===== src/rtl/branch_resolve_queue.sv =====
// rtl/branch_resolve_queue.sv - in-flight branch prediction queue with resolve, train and flush
// Oldest-first FIFO of predictions; a mispredicting resolve flushes the queue and redirects fetch.
module branch_resolve_queue #(
  parameter int DEPTH = 4,
  parameter int GHR_W = 3,
  parameter int PC_W  = 32
) (
  input  logic                     clk,
  input  logic                     rst,
  input  logic                     pred_valid,
  input  logic                     pred_taken,
  input  logic [PC_W-1:0]          pred_target,
  input  logic [PC_W-1:0]          pred_fallthru,
  input  logic [GHR_W-1:0]         pred_ghr,
  output logic                     pred_ready,
  input  logic                     res_valid,
  input  logic                     res_taken,
  input  logic [PC_W-1:0]          res_target,
  output logic                     res_ready,
  output logic                     upd_valid,
  output logic                     upd_taken,
  output logic [GHR_W-1:0]         upd_ghr,
  output logic                     flush,
  output logic [PC_W-1:0]          redirect_pc,
  output logic [GHR_W-1:0]         ghr_restore,
  output logic [$clog2(DEPTH):0]   count,
  output logic                     proto_err
);

  localparam int AW = $clog2(DEPTH);
  localparam int CW = AW + 1;
  localparam logic [CW-1:0] LP_DEPTH = CW'(DEPTH);

  typedef enum logic {ST_RUN, ST_RECOVER} state_t;

  state_t            r_state;
  logic [AW-1:0]     r_wptr;
  logic [AW-1:0]     r_rptr;
  logic [CW-1:0]     r_count;
  logic              r_upd_valid;
  logic              r_upd_taken;
  logic [GHR_W-1:0]  r_upd_ghr;
  logic              r_flush;
  logic [PC_W-1:0]   r_redirect_pc;
  logic [GHR_W-1:0]  r_ghr_restore;
  logic              r_proto_err;

  logic              r_mem_taken    [DEPTH];
  logic [PC_W-1:0]   r_mem_target   [DEPTH];
  logic [PC_W-1:0]   r_mem_fallthru [DEPTH];
  logic [GHR_W-1:0]  r_mem_ghr      [DEPTH];

  logic              w_pred_ready;
  logic              w_res_ready;
  logic              w_push;
  logic              w_pop;
  logic              w_head_taken;
  logic [PC_W-1:0]   w_head_target;
  logic [PC_W-1:0]   w_head_fallthru;
  logic [GHR_W-1:0]  w_head_ghr;
  logic              w_mispredict;
  logic              w_err;

  // Readiness comes only from registered state so it never depends on res_valid.
  assign w_pred_ready = (r_state == ST_RUN) && (r_count < LP_DEPTH);
  assign w_res_ready  = (r_state == ST_RUN) && (r_count != '0);
  assign w_push       = pred_valid && w_pred_ready;
  assign w_pop        = res_valid && w_res_ready;

  assign w_head_taken    = r_mem_taken[r_rptr];
  assign w_head_target   = r_mem_target[r_rptr];
  assign w_head_fallthru = r_mem_fallthru[r_rptr];
  assign w_head_ghr      = r_mem_ghr[r_rptr];

  assign w_mispredict = w_pop && ((res_taken != w_head_taken) ||
                                  (res_taken && (res_target != w_head_target)));

  assign w_err = (r_state == ST_RUN) &&
                 ((res_valid && !w_res_ready) || (pred_valid && !w_pred_ready));

  // A push that coincides with a mispredict is wrong-path and is dropped.
  always_ff @(posedge clk) begin
    if (w_push && !w_mispredict) begin
      r_mem_taken[r_wptr]    <= pred_taken;
      r_mem_target[r_wptr]   <= pred_target;
      r_mem_fallthru[r_wptr] <= pred_fallthru;
      r_mem_ghr[r_wptr]      <= pred_ghr;
    end
  end

  always_ff @(posedge clk) begin
    if (rst) begin
      r_state       <= ST_RUN;
      r_wptr        <= '0;
      r_rptr        <= '0;
      r_count       <= '0;
      r_upd_valid   <= 1'b0;
      r_upd_taken   <= 1'b0;
      r_upd_ghr     <= '0;
      r_flush       <= 1'b0;
      r_redirect_pc <= '0;
      r_ghr_restore <= '0;
      r_proto_err   <= 1'b0;
    end else begin
      r_upd_valid <= w_pop;
      r_flush     <= w_mispredict;
      r_proto_err <= r_proto_err | w_err;
      if (w_pop) begin
        r_upd_taken <= res_taken;
        r_upd_ghr   <= w_head_ghr;
      end
      if (w_mispredict) begin
        r_redirect_pc <= res_taken ? res_target : w_head_fallthru;
        r_ghr_restore <= {res_taken, w_head_ghr[GHR_W-1:1]};
        r_wptr        <= '0;
        r_rptr        <= '0;
        r_count       <= '0;
        r_state       <= ST_RECOVER;
      end else begin
        if (w_push) r_wptr <= r_wptr + 1'b1;
        if (w_pop)  r_rptr <= r_rptr + 1'b1;
        if (w_push && !w_pop)      r_count <= r_count + 1'b1;
        else if (!w_push && w_pop) r_count <= r_count - 1'b1;
        r_state <= ST_RUN;
      end
    end
  end

  assign pred_ready  = w_pred_ready;
  assign res_ready   = w_res_ready;
  assign upd_valid   = r_upd_valid;
  assign upd_taken   = r_upd_taken;
  assign upd_ghr     = r_upd_ghr;
  assign flush       = r_flush;
  assign redirect_pc = r_redirect_pc;
  assign ghr_restore = r_ghr_restore;
  assign count       = r_count;
  assign proto_err   = r_proto_err;

endmodule


===== config.mk =====
export PLATFORM = sky130hd
export DESIGN_NAME = branch_resolve_queue
export DESIGN_NICKNAME = d
export VERILOG_FILES = /design/src/rtl/branch_resolve_queue.sv
export SDC_FILE = /design/constraint.sdc
export NUM_CORES = 1
export LEC_CHECK = 0
export ABC_AREA = 1
export BUFFER_PORTS_ARGS = -buffer_cell sky130_fd_sc_hd__buf_2
export CAP_MARGIN = 40
export CORE_MARGIN = 2
export CORE_UTILIZATION = 45
export DETAILED_ROUTE_END_ITERATION = 6
export GPL_ROUTABILITY_DRIVEN = 0
export PLACE_DENSITY = 0.62
export SETUP_SLACK_MARGIN = 0.15
export SKIP_CTS_REPAIR_TIMING = 1
export SYNTH_ARGS = -nofsm -noshare
export SYNTH_HDL_FRONTEND = slang
export SYNTH_SLANG_ARGS = --single-unit

===== constraint.sdc =====
create_clock -name clk -period 11.7 [get_ports clk]
set_clock_uncertainty 0.1 [all_clocks]
set_input_delay 3.51 -clock clk [delete_from_list [all_inputs] [get_ports clk]]
set_output_delay 3.51 -clock clk [all_outputs]
set_load 0.05 [all_outputs]

Yosys cells after proc, flatten, opt, wreduce, memory -nomap -nowiden
Memory sizes are Yosys's and may differ from the RTL's. A register that Yosys moved wholly into a read port is not among the register bits.
Cells that the tools add are included.

storage, ports and cells
  memories = 4
  word-level logic and storage cells = 60
  register bits = 50
  input bits = 105
  RAM bits = 272
  output and inout port bits = 47

memory list
  name            depth  width  rd ports  clocked after memory_dff  wr ports  line  text
  r_mem_fallthru  4      32     1         1                         1         50    logic [PC_W-1:0] r_mem_fallthru [DEPTH];
  r_mem_target    4      32     1         1                         1         49    logic [PC_W-1:0] r_mem_target [DEPTH];
  r_mem_ghr       4      3      1         1                         1         51    logic [GHR_W-1:0] r_mem_ghr [DEPTH];
  r_mem_taken     4      1      1         1                         1         48    logic r_mem_taken [DEPTH];

operators by class
  mux-type cells = 14
  eq/ne operators = 2
  add/sub/neg operators = 4
  order comparisons = 1
  reduce and logical (&&, ||, !) cells = 22
  bitwise operators = 2

operators with widths
  kind                                               number
  2-to-1 mux 32 bit                                  1
  != test 32 bit                                     1
  2-to-1 mux 2 bit                                   8
  logical AND 1 bit                                  12
  2-to-1 mux 3 bit                                   2
  logical NOT 1 bit                                  5
  adder 2 x 1 -> 2 bit, second input constant        2
  adder 3 x 1 -> 3 bit, second input constant        1
  less-than comparator 3 bit, second input constant  1
  2-to-1 mux 1 bit                                   3
  nonzero test 3 bit                                 1
  subtractor 3 x 1 -> 3 bit, second input constant   1
  logical OR 1 bit                                   2
  nonzero test 2 bit                                 1
  OR reduction 2 bit                                 1
  != test 1 bit                                      1
  NOT 1 bit                                          1
  bitwise OR 1 bit                                   1

Depth between registers and ports, before layout
  depth in word-level cells = 8
  depth in mapped cells = 18
  depth with buffers taken out = 15

Least setup slack after synthesis
OpenSTA, ideal clock, no wires.

  path type = input to register
  start point = in res_target[3]
  end point = mem r_mem_fallthru[0][0], enable pin
  setup slack = 3805 ps
  path buffers = 1
  stages = 12
  library setup time = 494 ps
  data arrival time = 7300 ps
  data required time = 11106 ps
  cell sequence = nand3b_1 > nand2_1 > inv_1 > nand2_1 > nor2_1 > nand2_1 > nor2_1 > nand3_2 > nand2_1 > buf_4 > nand2_1 > nor2_1

between the ends
  longest elaborated chain between the ends = 8

ends and longest elaborated chain
  element                                 line  text
  from (decl)                             18    input logic [PC_W-1:0] res_target,
  != test 32 bit                          76    (res_taken && (res_target != w_head_target)));
  logical AND 1 bit                       76
  logical OR 1 bit                        75    assign w_mispredict = w_pop && ((res_taken != w_head_taken) ||
  logical AND 1 bit                       75
  logical NOT 1 bit                       83    if (w_push && !w_mispredict) begin
  logical AND 1 bit                       83
  2-to-1 mux 1 bit                        83
  2-to-1 mux 1 bit (implied by the code)  86    r_mem_fallthru[r_wptr] <= pred_fallthru;
  to (decl)                               50

No other way between the ends.

Worst setup path in the final report
  start point = in res_taken
  end point = mem r_mem_target[2][23], enable pin

between the ends
  longest elaborated chain between the ends = 7
  elaborated cells between the ends (all ways) = 8
  classes of those cells = eq/ne (1); mux (2); reduce/logical (5)

ends and longest elaborated chain
  element                                             line    text
  from (decl)                                         17      input logic res_taken,
  != test 1 bit or logical AND 1 bit (tied branches)  75, 76
  logical OR 1 bit (*)                                75
  logical AND 1 bit (*)                               75
  logical NOT 1 bit (*)                               83
  logical AND 1 bit (*)                               83
  2-to-1 mux 1 bit (*)                                83
  2-to-1 mux 1 bit (implied by the code) (*)          85      r_mem_target[r_wptr] <= pred_target;
  to (decl)                                           49

Every way passes the cells marked *; elsewhere a longest branch is shown, timed or not.

==> metrics.yaml <==
clock_network:
  clock_latency_ps: 520
  clockBufferDepth: 3
  cts_tree: "built"
  clock-root-buffer: "clkbuf_16"
  cts_buffers: 36
  cts_num_sinks: 323
  cts.reportedPaths.clkPinSlew_ps: 60
  h-tree-depth: 2
status:
  status: "completed"
die:
  die_x_um: 175
  die_area_um2: 30500
  start_util_pct: 45.6
  rows: 62
  io_pins: 152
  core-area_um2: 28700
  die-height_um: 175
synth:
  synthCells: 1148
  yosys.area_share.simple_pct: 18.9
  synth_common_cells: "nand2_1, edfxtp_1, nand3_1, dfxtp_1, o21ai_0"
  synth.area.mux_share_pct: 0
  synth_top_area_share_pct: 62.4
  synth_cell_types: 28
  ys_ff_latch: 323
  synth_xor_area_share_pct: 0.870
  yosys-top-cells-area: "edfxtp_1, nand2_1, dfxtp_1"
  syn_area_per_cell_um2: 11.4
  yosys_warnings: 0
  ys.flop_type: "edfxtp_1"
  synth_fp_nets: 1259
  synth_compound_area_share_pct: 6.03
  async_reset_ff_share_pct: 0
  synth_top_family_by_area: "simple AND/OR/NAND/NOR gates"
  yosysTopAreaCell: "edfxtp_1"
  synth.cell_area_um2: 13100
  synth-seq-area-share_pct: 70.2
  synthAdderAreaFrac_pct: 0.631
  yosysMostFrequentCell: "nand2_1"
  synth_edf_count: 272
worst_hold_path:
  hold_start: "redirect_pc[24]"
  hp-class: "register to register"
  holdPathEnd: "redirect_pc[24]"
  hold_depth: 2
routing:
  via_per_inst: 5.33
  wl_mm: 32.3
  drc: 0
  firstDrtPassIters: 5
  wire_per_inst_um: 19.0
  drt_iter0_drc: 853
  vias: 9041
  detail-route-antenna-nets: 0
power_and_ir_drop:
  leakagePower_nw: 6.07
  cellInternalPower_mw: 2.45
  p_comb_share_pct: 28.1
  p_per_area_nw_per_um2: 241
  p_sw_share_pct: 33.9
  p_clk_share_pct: 30.2
  seqPwrFrac_pct: 41.7
  peakVddDrop_mv: 0.126
  p_sw_mw: 1.26
place:
  dp_hpwl_mm: 20.3
  placed_area_um2: 14200
  portBuffers: 151
finish:
  final_area_um2: 15400
  area_growth_pct: 17.7
  drive_above_1_share_pct: 17.4
  final_core_util_pct: 53.7
  antenna_cells: 0
  nets: 1396
sta:
  setup_viol: 0
  fmax_mhz: 136
  timing.hold.ws_ps: 360
  slew_headroom_pct: 41.7
  hold_violations: 0
  fin_crit_sh_pct: 63.0
  tns_ps: 0
  slew_viol_final: 0
  min_period_ps: 7370
  rsz0062_at_grt: "no"
  tightestPinTransition_ps: 873
job:
  cap_violations: 0
global_route:
  antenna_found_initial: 1
  grt_pass1_wl_mm: 49.2
  gr-total-overflow: 0
  grtUsageTotal_pct: 21.1
  grt_pass1_vias: 8321
  grt_max_degree: 79
worst_setup_path:
  critical_path_required_ps: 11740
  critPathKind: "input port to register"
  r2r_setup_slack_ps: 5900
  rr_worst_depth: 15
  worstSetupEndpointType: "register"
  start_kind: "input port"
  crit_arrival_ps: 7410
  path_max_fanout: 68
  r2r_end: "r_mem_target[2][23]"
==> power by group through the flow <==
stage | Clock (mW) | Combinational (mW) | Sequential (mW)
6_report | 1.12 | 1.04 | 1.54
5_1_grt | 1.19 | 1.15 | 1.56
4_1_cts | 1.14 | 1.05 | 1.55
3_5_place_dp | 0 | 1.05 | 1.57
3_3_place_gp | 0 | 1.01 | 1.57
2_1_floorplan | 0 | 0.645 | 1.68
==> worst max path at each step <==
stage,slack [ps],depth (start not counted),end,startpoint
floorplan,3810,12,r_mem_fallthru[0][0],res_target[3]
global placement,3840,13,r_mem_target[2][19],res_taken
detailed placement,3780,13,r_mem_target[2][19],res_taken
CTS,4310,13,r_mem_target[2][0],res_taken
global route,3920,13,r_mem_target[2][23],res_taken
finish,4330,13,r_mem_target[2][23],res_taken
==> layout make-up <==
| class | instances | area (um^2) |
|---|---|---|
| tap | 384 | 480 |
| sequential | 323 | 9190 |
| clock buffer | 49 | 981 |
| inverter | 28 | 110 |
| multi-input combinational | 729 | 3490 |
| clock inverter | 16 | 189 |
| timing repair buffer | 167 | 956 |
| fill | 2543 | 13300 |
==> placed cells by master, fill, tap and decap left out <==
| master | n |
|---|---|
| inv_6 | 2 |
| nand2_2 | 1 |
| a21oi_1 | 37 |
| nor2_4 | 4 |
| nand3b_1 | 10 |
| o21ai_1 | 3 |
| ha_1 | 5 |
| edfxtp_1 | 272 |
| dfxtp_1 | 50 |
| o21ai_0 | 50 |
| buf_2 | 151 |
| nor2_1 | 42 |
| inv_4 | 3 |
| clkbuf_16 | 37 |
| nand4_1 | 36 |
| xor2_1 | 7 |
| clkinv_1 | 6 |
| nand2_1 | 376 |
| clkinv_2 | 3 |
| clkbuf_8 | 1 |
| a32o_1 | 32 |
| o22ai_1 | 3 |
| dfxtp_4 | 1 |
| inv_1 | 24 |
| clkbuf_1 | 11 |
| inv_8 | 1 |
| xnor2_1 | 6 |
| buf_4 | 12 |
| inv_2 | 1 |
| nand3_2 | 1 |
| bufinv_16 | 4 |
| buf_16 | 4 |
| nand3_1 | 113 |
| fa_1 | 1 |
| nor2_2 | 2 |
==> metrics by stage <==
stage / cells / power, mW / setup slack [ps]
global placement: 1627 / 2.58 / 3840
CTS: 1696 / 3.74 / 4310
floorplan: 1148 / 2.32 / 3810
finish: 1696 / 3.71 / 4330
detailed placement: 1631 / 2.62 / 3780
global route: 1696 / 3.90 / 3920
==> critical path: stages <==
cell     delay [ps]
buf_2            80
buf_4           520
nand3_1         150
nor2_1          120
nand2_1          60
nor2_1           80
nand2_1          60
nor2_1          130
nand3_2         690
nand2_1         290
nand2_1         270
nor2_4          630
buf_4           710
==> cells by family (layout without fill, tap and decap cells) <==
kind of cell               Yosys count  count (layout)
AOI/OAI and AO/OA                  125             125
xor gates and xnor gates            13              13
adders and majority gates            6               6
buffers and inverters               96             260
DFF                                323             323
and+or+nand+nor                    585             585
==> state kept, by name, summed over array words and instances (netlist names), 2 cells and up, named ones only <==
| register | cells |
|---|---|
| r_mem_fallthru | 128 |
| r_mem_taken | 4 |
| count | 3 |
| r_wptr | 2 |
| redirect_pc | 32 |
| r_mem_target | 128 |
| r_rptr | 2 |
| r_mem_ghr | 12 |
| ghr_restore | 3 |
| upd_ghr | 3 |
==> metal layers <==
metal	share of wire, %	track usage, %	up-vias
met1	44	30.3	4327
met4	2.6	6.63	2
met5	0.037	0	-
met2	46	33.1	323
met3	6.8	3.26	58
li1	-	-	4331
Note: power is estimated with default switching activity, not from simulation.
